[src/rtl/multicycle_control_pkg.sv]
// rtl/multicycle_control_pkg.sv - shared encodings for the multi-cycle MIPS main control
package multicycle_control_pkg;

  // Supported opcodes (IR[31:26])
  localparam logic [5:0] OP_RTYPE = 6'b000000;
  localparam logic [5:0] OP_LW    = 6'b100011;
  localparam logic [5:0] OP_SW    = 6'b101011;
  localparam logic [5:0] OP_BEQ   = 6'b000100;
  localparam logic [5:0] OP_J     = 6'b000010;
  localparam logic [5:0] OP_ADDI  = 6'b001000;

  typedef enum logic [3:0] {
    S_FETCH   = 4'd0,
    S_DECODE  = 4'd1,
    S_MEMADDR = 4'd2,
    S_MEMRD   = 4'd3,
    S_MEMWB   = 4'd4,
    S_MEMWR   = 4'd5,
    S_EXEC    = 4'd6,
    S_ALUWB   = 4'd7,
    S_BRANCH  = 4'd8,
    S_JUMP    = 4'd9,
    S_ADDIEX  = 4'd10,
    S_ADDIWB  = 4'd11
  } state_t;

  localparam logic [1:0] ALUOP_ADD   = 2'b00;
  localparam logic [1:0] ALUOP_SUB   = 2'b01;
  localparam logic [1:0] ALUOP_FUNCT = 2'b10;

  localparam logic [1:0] SRCB_B         = 2'b00;
  localparam logic [1:0] SRCB_FOUR      = 2'b01;
  localparam logic [1:0] SRCB_IMM       = 2'b10;
  localparam logic [1:0] SRCB_IMM_SHIFT = 2'b11;

  localparam logic [1:0] PCSRC_ALU    = 2'b00;
  localparam logic [1:0] PCSRC_ALUOUT = 2'b01;
  localparam logic [1:0] PCSRC_JUMP   = 2'b10;

  typedef struct packed {
    logic       pc_write;
    logic       pc_write_cond;
    logic       iord;
    logic       mem_read;
    logic       mem_write;
    logic       ir_write;
    logic       mem_to_reg;
    logic       reg_dst;
    logic       reg_write;
    logic       alu_src_a;
    logic [1:0] alu_src_b;
    logic [1:0] alu_op;
    logic [1:0] pc_source;
    logic       instr_done;
    logic       illegal_op;
  } ctrl_t;

  function automatic logic op_supported(input logic [5:0] op);
    return (op == OP_RTYPE) || (op == OP_LW) || (op == OP_SW) ||
           (op == OP_BEQ) || (op == OP_J) || (op == OP_ADDI);
  endfunction

endpackage

[src/rtl/mc_output_decode.sv]
// rtl/mc_output_decode.sv - combinational state to control-word decoder
module mc_output_decode
  import multicycle_control_pkg::*;
(
  input  logic [3:0] state,
  input  logic [5:0] opcode,
  input  logic       mem_ready,
  output ctrl_t      ctrl
);

  // Moore decode per state; only FETCH/MEMWR look at mem_ready and DECODE at opcode
  always_comb begin
    ctrl = '0;
    case (state)
      S_FETCH: begin
        ctrl.mem_read  = 1'b1;
        ctrl.alu_src_b = SRCB_FOUR;
        ctrl.alu_op    = ALUOP_ADD;
        ctrl.pc_source = PCSRC_ALU;
        ctrl.ir_write  = mem_ready;
        ctrl.pc_write  = mem_ready;
      end
      S_DECODE: begin
        ctrl.alu_src_b  = SRCB_IMM_SHIFT;
        ctrl.alu_op     = ALUOP_ADD;
        ctrl.illegal_op = !op_supported(opcode);
      end
      S_MEMADDR, S_ADDIEX: begin
        ctrl.alu_src_a = 1'b1;
        ctrl.alu_src_b = SRCB_IMM;
        ctrl.alu_op    = ALUOP_ADD;
      end
      S_MEMRD: begin
        ctrl.mem_read = 1'b1;
        ctrl.iord     = 1'b1;
      end
      S_MEMWB: begin
        ctrl.reg_write  = 1'b1;
        ctrl.mem_to_reg = 1'b1;
        ctrl.instr_done = 1'b1;
      end
      S_MEMWR: begin
        ctrl.mem_write  = 1'b1;
        ctrl.iord       = 1'b1;
        ctrl.instr_done = mem_ready;
      end
      S_EXEC: begin
        ctrl.alu_src_a = 1'b1;
        ctrl.alu_src_b = SRCB_B;
        ctrl.alu_op    = ALUOP_FUNCT;
      end
      S_ALUWB: begin
        ctrl.reg_write  = 1'b1;
        ctrl.reg_dst    = 1'b1;
        ctrl.instr_done = 1'b1;
      end
      S_ADDIWB: begin
        ctrl.reg_write  = 1'b1;
        ctrl.instr_done = 1'b1;
      end
      S_BRANCH: begin
        ctrl.alu_src_a     = 1'b1;
        ctrl.alu_src_b     = SRCB_B;
        ctrl.alu_op        = ALUOP_SUB;
        ctrl.pc_write_cond = 1'b1;
        ctrl.pc_source     = PCSRC_ALUOUT;
        ctrl.instr_done    = 1'b1;
      end
      S_JUMP: begin
        ctrl.pc_write   = 1'b1;
        ctrl.pc_source  = PCSRC_JUMP;
        ctrl.instr_done = 1'b1;
      end
      default: ctrl = '0;
    endcase
  end

endmodule

[src/rtl/multicycle_control.sv]
// rtl/multicycle_control.sv - main sequencing FSM for the multi-cycle MIPS core
module multicycle_control
  import multicycle_control_pkg::*;
(
  input  logic       clk,
  input  logic       rst,
  input  logic [5:0] opcode,
  input  logic       mem_ready,
  output logic       PCWrite,
  output logic       PCWriteCond,
  output logic       IorD,
  output logic       MemRead,
  output logic       MemWrite,
  output logic       IRWrite,
  output logic       MemtoReg,
  output logic       RegDst,
  output logic       RegWrite,
  output logic       ALUSrcA,
  output logic [1:0] ALUSrcB,
  output logic [1:0] ALUop,
  output logic [1:0] PCSource,
  output logic       instr_done,
  output logic       illegal_op,
  output logic [3:0] state
);

  state_t     state_q;
  state_t     state_d;
  logic [5:0] op_q;
  ctrl_t      ctrl;
  ctrl_t      ctrl_g;

  // Next-state selection; MEMADDR steers on the opcode latched in DECODE
  always_comb begin
    state_d = S_FETCH;
    case (state_q)
      S_FETCH:   state_d = mem_ready ? S_DECODE : S_FETCH;
      S_DECODE: begin
        case (opcode)
          OP_LW, OP_SW: state_d = S_MEMADDR;
          OP_RTYPE:     state_d = S_EXEC;
          OP_BEQ:       state_d = S_BRANCH;
          OP_J:         state_d = S_JUMP;
          OP_ADDI:      state_d = S_ADDIEX;
          default:      state_d = S_FETCH;
        endcase
      end
      S_MEMADDR: state_d = (op_q == OP_LW) ? S_MEMRD : S_MEMWR;
      S_MEMRD:   state_d = mem_ready ? S_MEMWB : S_MEMRD;
      S_MEMWR:   state_d = mem_ready ? S_FETCH : S_MEMWR;
      S_EXEC:    state_d = S_ALUWB;
      S_ADDIEX:  state_d = S_ADDIWB;
      default:   state_d = S_FETCH;
    endcase
  end

  // State and op registers; op is captured only while decoding
  always_ff @(posedge clk) begin
    if (rst) begin
      state_q <= S_FETCH;
      op_q    <= '0;
    end else begin
      state_q <= state_d;
      if (state_q == S_DECODE) begin
        op_q <= opcode;
      end
    end
  end

  mc_output_decode u_decode (
    .state     (state_q),
    .opcode    (opcode),
    .mem_ready (mem_ready),
    .ctrl      (ctrl)
  );

  // Reset silences every control line in the same cycle so an abandoned
  // instruction cannot issue a register or memory write
  assign ctrl_g = rst ? '0 : ctrl;

  assign PCWrite     = ctrl_g.pc_write;
  assign PCWriteCond = ctrl_g.pc_write_cond;
  assign IorD        = ctrl_g.iord;
  assign MemRead     = ctrl_g.mem_read;
  assign MemWrite    = ctrl_g.mem_write;
  assign IRWrite     = ctrl_g.ir_write;
  assign MemtoReg    = ctrl_g.mem_to_reg;
  assign RegDst      = ctrl_g.reg_dst;
  assign RegWrite    = ctrl_g.reg_write;
  assign ALUSrcA     = ctrl_g.alu_src_a;
  assign ALUSrcB     = ctrl_g.alu_src_b;
  assign ALUop       = ctrl_g.alu_op;
  assign PCSource    = ctrl_g.pc_source;
  assign instr_done  = ctrl_g.instr_done;
  assign illegal_op  = ctrl_g.illegal_op;
  assign state       = rst ? 4'd0 : state_q;

endmodule

[config.mk]
export PLATFORM = sky130hd
export DESIGN_NAME = multicycle_control
export DESIGN_NICKNAME = d
export VERILOG_FILES = /design/src/rtl/multicycle_control_pkg.sv /design/src/rtl/mc_output_decode.sv /design/src/rtl/multicycle_control.sv
export SDC_FILE = /design/constraint.sdc
export NUM_CORES = 1
export LEC_CHECK = 0
export ABC_AREA = 1
export CELL_PAD_IN_SITES_DETAIL_PLACEMENT = 0
export CELL_PAD_IN_SITES_GLOBAL_PLACEMENT = 1
export CORE_AREA = 4 4 65 67
export DETAILED_ROUTE_END_ITERATION = 10
export DIE_AREA = 0 0 69 71
export GPL_TIMING_DRIVEN = 0
export PLACE_DENSITY = 0.73
export REMOVE_ABC_BUFFERS = 1
export SYNTH_ARGS = -nofsm -noshare
export SYNTH_HDL_FRONTEND = slang
export SYNTH_HIERARCHICAL = 1
export SYNTH_SLANG_ARGS = --single-unit
[constraint.sdc]
create_clock -name clk -period 2 [get_ports clk]
set_clock_uncertainty 0.2 [all_clocks]
set_input_delay 0.5 -clock clk [delete_from_list [all_inputs] [get_ports clk]]
set_output_delay 0.5 -clock clk [all_outputs]
set_load 0.01 [all_outputs]
== Yosys cells after proc, flatten, opt, wreduce, memory -nomap -nowiden ==
Cells that the tools add are included.
Storage, ports and cells
  register bits: 10
  bits of input ports: 9
  output and inout bits: 22
  word-level logic and storage cells: 56
Operators by class
  equal/unequal tests: 17
  muxes and demuxes: 22
  reduce and logical (&&, ||, !) cells: 15
Operator list (count)
  $pmux 4 s5: 2
  $pmux 4 s7: 1
  $eq 6x6->1 const B: 3
  $mux 18: 1
  $eq 4x3->1 const B: 4
  $eq 4x4->1 const B: 4
  $mux 1: 11
  $mux 3: 3
  $eq 4x2->1 const B: 2
  $reduce_or 2->1: 4
  $eq 6x2->1 const B: 1
  $eq 6x3->1 const B: 1
  $eq 6x4->1 const B: 1
  $logic_not 6->1: 1
  $logic_or 1x1->1: 5
  $reduce_or 5->1: 1
  $eq 4x1->1 const B: 1
  $logic_not 4->1: 1
  $mux 4: 1
  $pmux 1 s2: 2
  $pmux 2 s2: 1
  $reduce_or 4->1: 1
  $reduce_or 3->1: 1
  $logic_not 1->1: 1

== Longest topological paths before layout ==
  word-level depth: 9
  depth in mapped cells: 8
  depth with buffers taken out: 8

== Hierarchy ==
The synthesis kept the hierarchy.
Modules (own cells, without submodules)
  multicycle_control: times used 1, cells an instance 142, area an instance 753.2 µm², seq. area each 200.2 µm²
  mc_output_decode: times used 1, cells an instance 58, area an instance 262.8 µm², seq. area each 0.0 µm²

== Worst setup path after synthesis ==
Ideal clock, no wire load.
  path kind: register to output
  start point: register state_q[1]
  end point: output ALUSrcA
  arrival time: 1106 ps
  data required time: 1300 ps
  path slack: 194 ps
  stages on the path, launching flop included: 7
  path buffers: 0
  cell sequence: dfxtp_1 -> inv_1 -> nor2_1 -> nand2_1 -> nand3_2 -> inv_1 -> nor2_1
RTL lines
  start, declared: RTL line multicycle_control.sv:27  | state_t state_q;
  start signal, assigned: RTL line multicycle_control.sv:63  | state_q <= state_d;
  end, declared: RTL line multicycle_control.sv:18  | output logic ALUSrcA,

==> flow_metrics.env <==
export IMPL_worst_setup_path_startpoint="state_q[1]"
export IMPL_rows=22
export IMPL_io_pins=31
export IMPL_grt_overflow_total=0
export IMPL_synth_area_um2=1016
export IMPL_worst_path_max_delay_cell="sky130_fd_sc_hd__dfxtp_4"
export IMPL_fin_util_pct=39.70
export IMPL_diodes=0
export IMPL_summed_negative_setup_slack_over_all_endpoints_ns=-0.07648
export IMPL_cts_tree="done"
export IMPL_worst_path_max_fanout=6
export IMPL_gp_routability_congestion=0.8143
export IMPL_die_x_um=69
export IMPL_floorplan_die_height_um=71
export IMPL_pre_cts_slack_ns=-1.016
export IMPL_start_kind="flop"
export IMPL_drc_errors=0
export IMPL_worst_path_largest_cell_delay_ns=0.38
export IMPL_synth_cell_types=20
export IMPL_power_density_nw_per_um2=409.7
export IMPL_post_route_cells_drive_above_1_share_pct=30.38
export IMPL_timing_critical_path_mode_cell="sky130_fd_sc_hd__nand2_1"
export IMPL_min_delay_path_class="flop to flop"
export IMPL_cp_end_kind="output port"
export IMPL_crit_arrival_ns=1.34
export IMPL_worst_path_dominant_cell_family="flip-flops"
export IMPL_setup_violations_final=3
export IMPL_clock_tree_htree_level_count=1
export IMPL_final_antenna_net_count=0
export IMPL_crit_buf_inv=3
export IMPL_clkSlewWorstSetupHoldPaths_ns=0.05
export IMPL_crit_path_cell_trace="buf_12 -> nor2_4 -> nand2_1 -> nand2_1 -> inv_1 -> nor2_1 -> clkdlybuf4s15_2"
export IMPL_final_hold_violation_count=0
export IMPL_timing_final_max_slew_violations=0
export IMPL_layout_filler_cells=446
export IMPL_worst_r2r_path_depth=9
export IMPL_clkSinkCount=10
export IMPL_initial_core_util_pct=27.96
export IMPL_clock_path_buffers=2
export IMPL_dr_pass1_iters=4
export IMPL_run_status="finished with violations"
export IMPL_synth_sequential_area_ratio_pct=19.70
export IMPL_finalCritPeriodShare_pct=101.9
export IMPL_ys_warn_count=6
export IMPL_core_area_um2=3633
export IMPL_failed_checks="setup timing"
export IMPL_wl_per_cell_um=9.537
export IMPL_routed_via_density=4.025
export IMPL_cap_viol_max_count=0
export IMPL_placement_io_buffers=30
export IMPL_synth_most_common_cell="sky130_fd_sc_hd__nor2_1"
export IMPL_number_of_flops_mapped_to_enable_cells_by_yosys=0
export IMPL_grt_start_max_net_pins=28
export IMPL_cts_root_buffer="sky130_fd_sc_hd__clkbuf_8"
export IMPL_synth_seq_cells=10
export IMPL_number_of_global_route_vias_before_repair=1072
export IMPL_regToRegEndpoint="state_q[2]"
export IMPL_ys_top_cells_by_area="sky130_fd_sc_hd__nor2_1, sky130_fd_sc_hd__dfxtp_1, sky130_fd_sc_hd__inv_1"
export IMPL_achievable_frequency_mhz=490.7
export IMPL_final_setup_worst_slack_ns=-0.03800
export IMPL_synth_async_sr_flop_share_pct=0
export IMPL_finalWirelength_mm=2.718
export IMPL_r2r_start="state_q[1]"
export IMPL_leakage_power_nw=0.8354
export IMPL_timing_final_crit_period_ns=2.038
export IMPL_grt_pass1_wl_mm=4.657
export IMPL_drt_iter0_drc=32
export IMPL_die_area_um2=4899
export IMPL_postSynthCellCount=200
export IMPL_cts_inserted_buffers=3
export IMPL_crit_cells=7
export IMPL_rrSetupSlack_ns=0.43
export IMPL_total_power_mw=0.5910
export IMPL_synth_top_area_share_pct=20.69
export IMPL_dp_hpwl_mm=2.030
export IMPL_worst_margin_pin_slew_ns=0.2844
export IMPL_synth_top_cell_by_area="sky130_fd_sc_hd__nor2_1"
export IMPL_max_vdd_ir_drop_v=0.0004717
export IMPL_worst_ep_required_time_ns=1.30
export IMPL_postLayoutCellArea_um2=1443
export IMPL_routed_via_count=1147
export IMPL_clock_insertion_delay_worst_skew_ns=0.23
export IMPL_number_of_antenna_violations_at_the_first_check_in_global_routing=0
export IMPL_critical_path_class="flop to output port"
export IMPL_grt_util_all_layers_pct=11.00
export IMPL_synth_top_cells_by_count="sky130_fd_sc_hd__nor2_1, sky130_fd_sc_hd__inv_1, sky130_fd_sc_hd__nand2_1"
export IMPL_placement_cell_area_um2=1356
export IMPL_layout_cells_non_filler=285
export IMPL_rsz0062_at_grt="yes"
export IMPL_area_delta_synth_final_pct=41.99
export IMPL_layout_nets=247
export IMPL_dpl_cell_count=274
export IMPL_fin_hold_ws_ns=0.2500
export IMPL_capture_point_of_the_worst_path="IorD"
export IMPL_max_slew_margin_rel_pct=81.04
export IMPL_synthesis_area_per_instance_um2=5.080
export IMPL_most_used_dff_post_synth="sky130_fd_sc_hd__dfxtp_1"
[worst register-to-register path: cells and delay by family (launching register included)]
kind          cells  cell delay [ns]
simple gates      6             0.59
buf+inv           3             0.34
flops             1             0.38
[worst min-delay path by stage]
stage,startpoint,endpoint,cells past startpoint
3_5_place_dp,op_q[3],op_q[3],2
2_1_floorplan,op_q[3],op_q[3],2
6_report,op_q[3],op_q[3],2
3_3_place_gp,op_q[3],op_q[3],2
4_1_cts,op_q[3],op_q[3],2
5_1_grt,op_q[3],op_q[3],2
[cells in the final DEF, fill, tap and decap left out, types with 4 or more instances in the layout]
cell type                         Yosys  routed
sky130_fd_sc_hd__nand3_1             15      13
sky130_fd_sc_hd__clkbuf_2             0       4
sky130_fd_sc_hd__inv_1               48      45
sky130_fd_sc_hd__dfxtp_4              0       4
sky130_fd_sc_hd__nand2_2              2       4
sky130_fd_sc_hd__o21ai_0              4       4
sky130_fd_sc_hd__nor2_2               4       6
sky130_fd_sc_hd__clkdlybuf4s15_2      0       5
sky130_fd_sc_hd__nor2_4               3       6
sky130_fd_sc_hd__dfxtp_1             10       6
sky130_fd_sc_hd__clkbuf_8             0       4
sky130_fd_sc_hd__nand2_1             40      38
sky130_fd_sc_hd__buf_2                1      18
sky130_fd_sc_hd__buf_4                1       6
sky130_fd_sc_hd__inv_2                4       6
sky130_fd_sc_hd__nor2_1              56      51
[cells by family (layout without fill, tap and decap cells)]
kind of cell           count (synthesis)  count (layout)  share of synthesized area (%)
buffers and inverters                 56              93                          21.18
DFF                                   10              10                          19.70
and+or+nand+nor                      122             122                          51.97
AOI/OAI and AO/OA                     12              12                          7.143
[per-layer routing]
metal  global-route usage, %  wire (um)  share of wire [%]  up-vias
met3                   2.273         99                3.6        2
li1                        -          -                  -      658
met1                   13.51       1305                 48      473
met5                       0          0                  0        -
met2                   19.92       1304                 48       14
met4                   1.952          8               0.29        0
[layout make-up]
class / instances / area, um2 / area share [%]
Clock buffer: 4 / 55.05 / 3.816
Timing Repair Buffer: 37 / 260.3 / 18.04
Tap cell: 48 / 60.06 / 4.163
Inverter: 52 / 197.7 / 13.70
Sequential cell: 10 / 215.2 / 14.92
Multi-Input combinational cell: 134 / 654.4 / 45.36
[sequential cells by signal (all words and copies together), names as in the netlist]
| name | flops |
|---|---|
| op_q | 6 |
| state_q | 4 |
[power breakdown]
group / switching [mW] / internal [mW]
sequential: 0.00776 / 0.206
combinational: 0.0785 / 0.0492
clock: 0.0764 / 0.173
[repair_timing]
action,4_1_cts,5_1_grt
pin swaps,4,5
hold buffers,0,0
endpoints found under the setup margin,28,18
resized for setup,119,15
buffers inserted,4,3
Power figures use the tool's default switching activity.
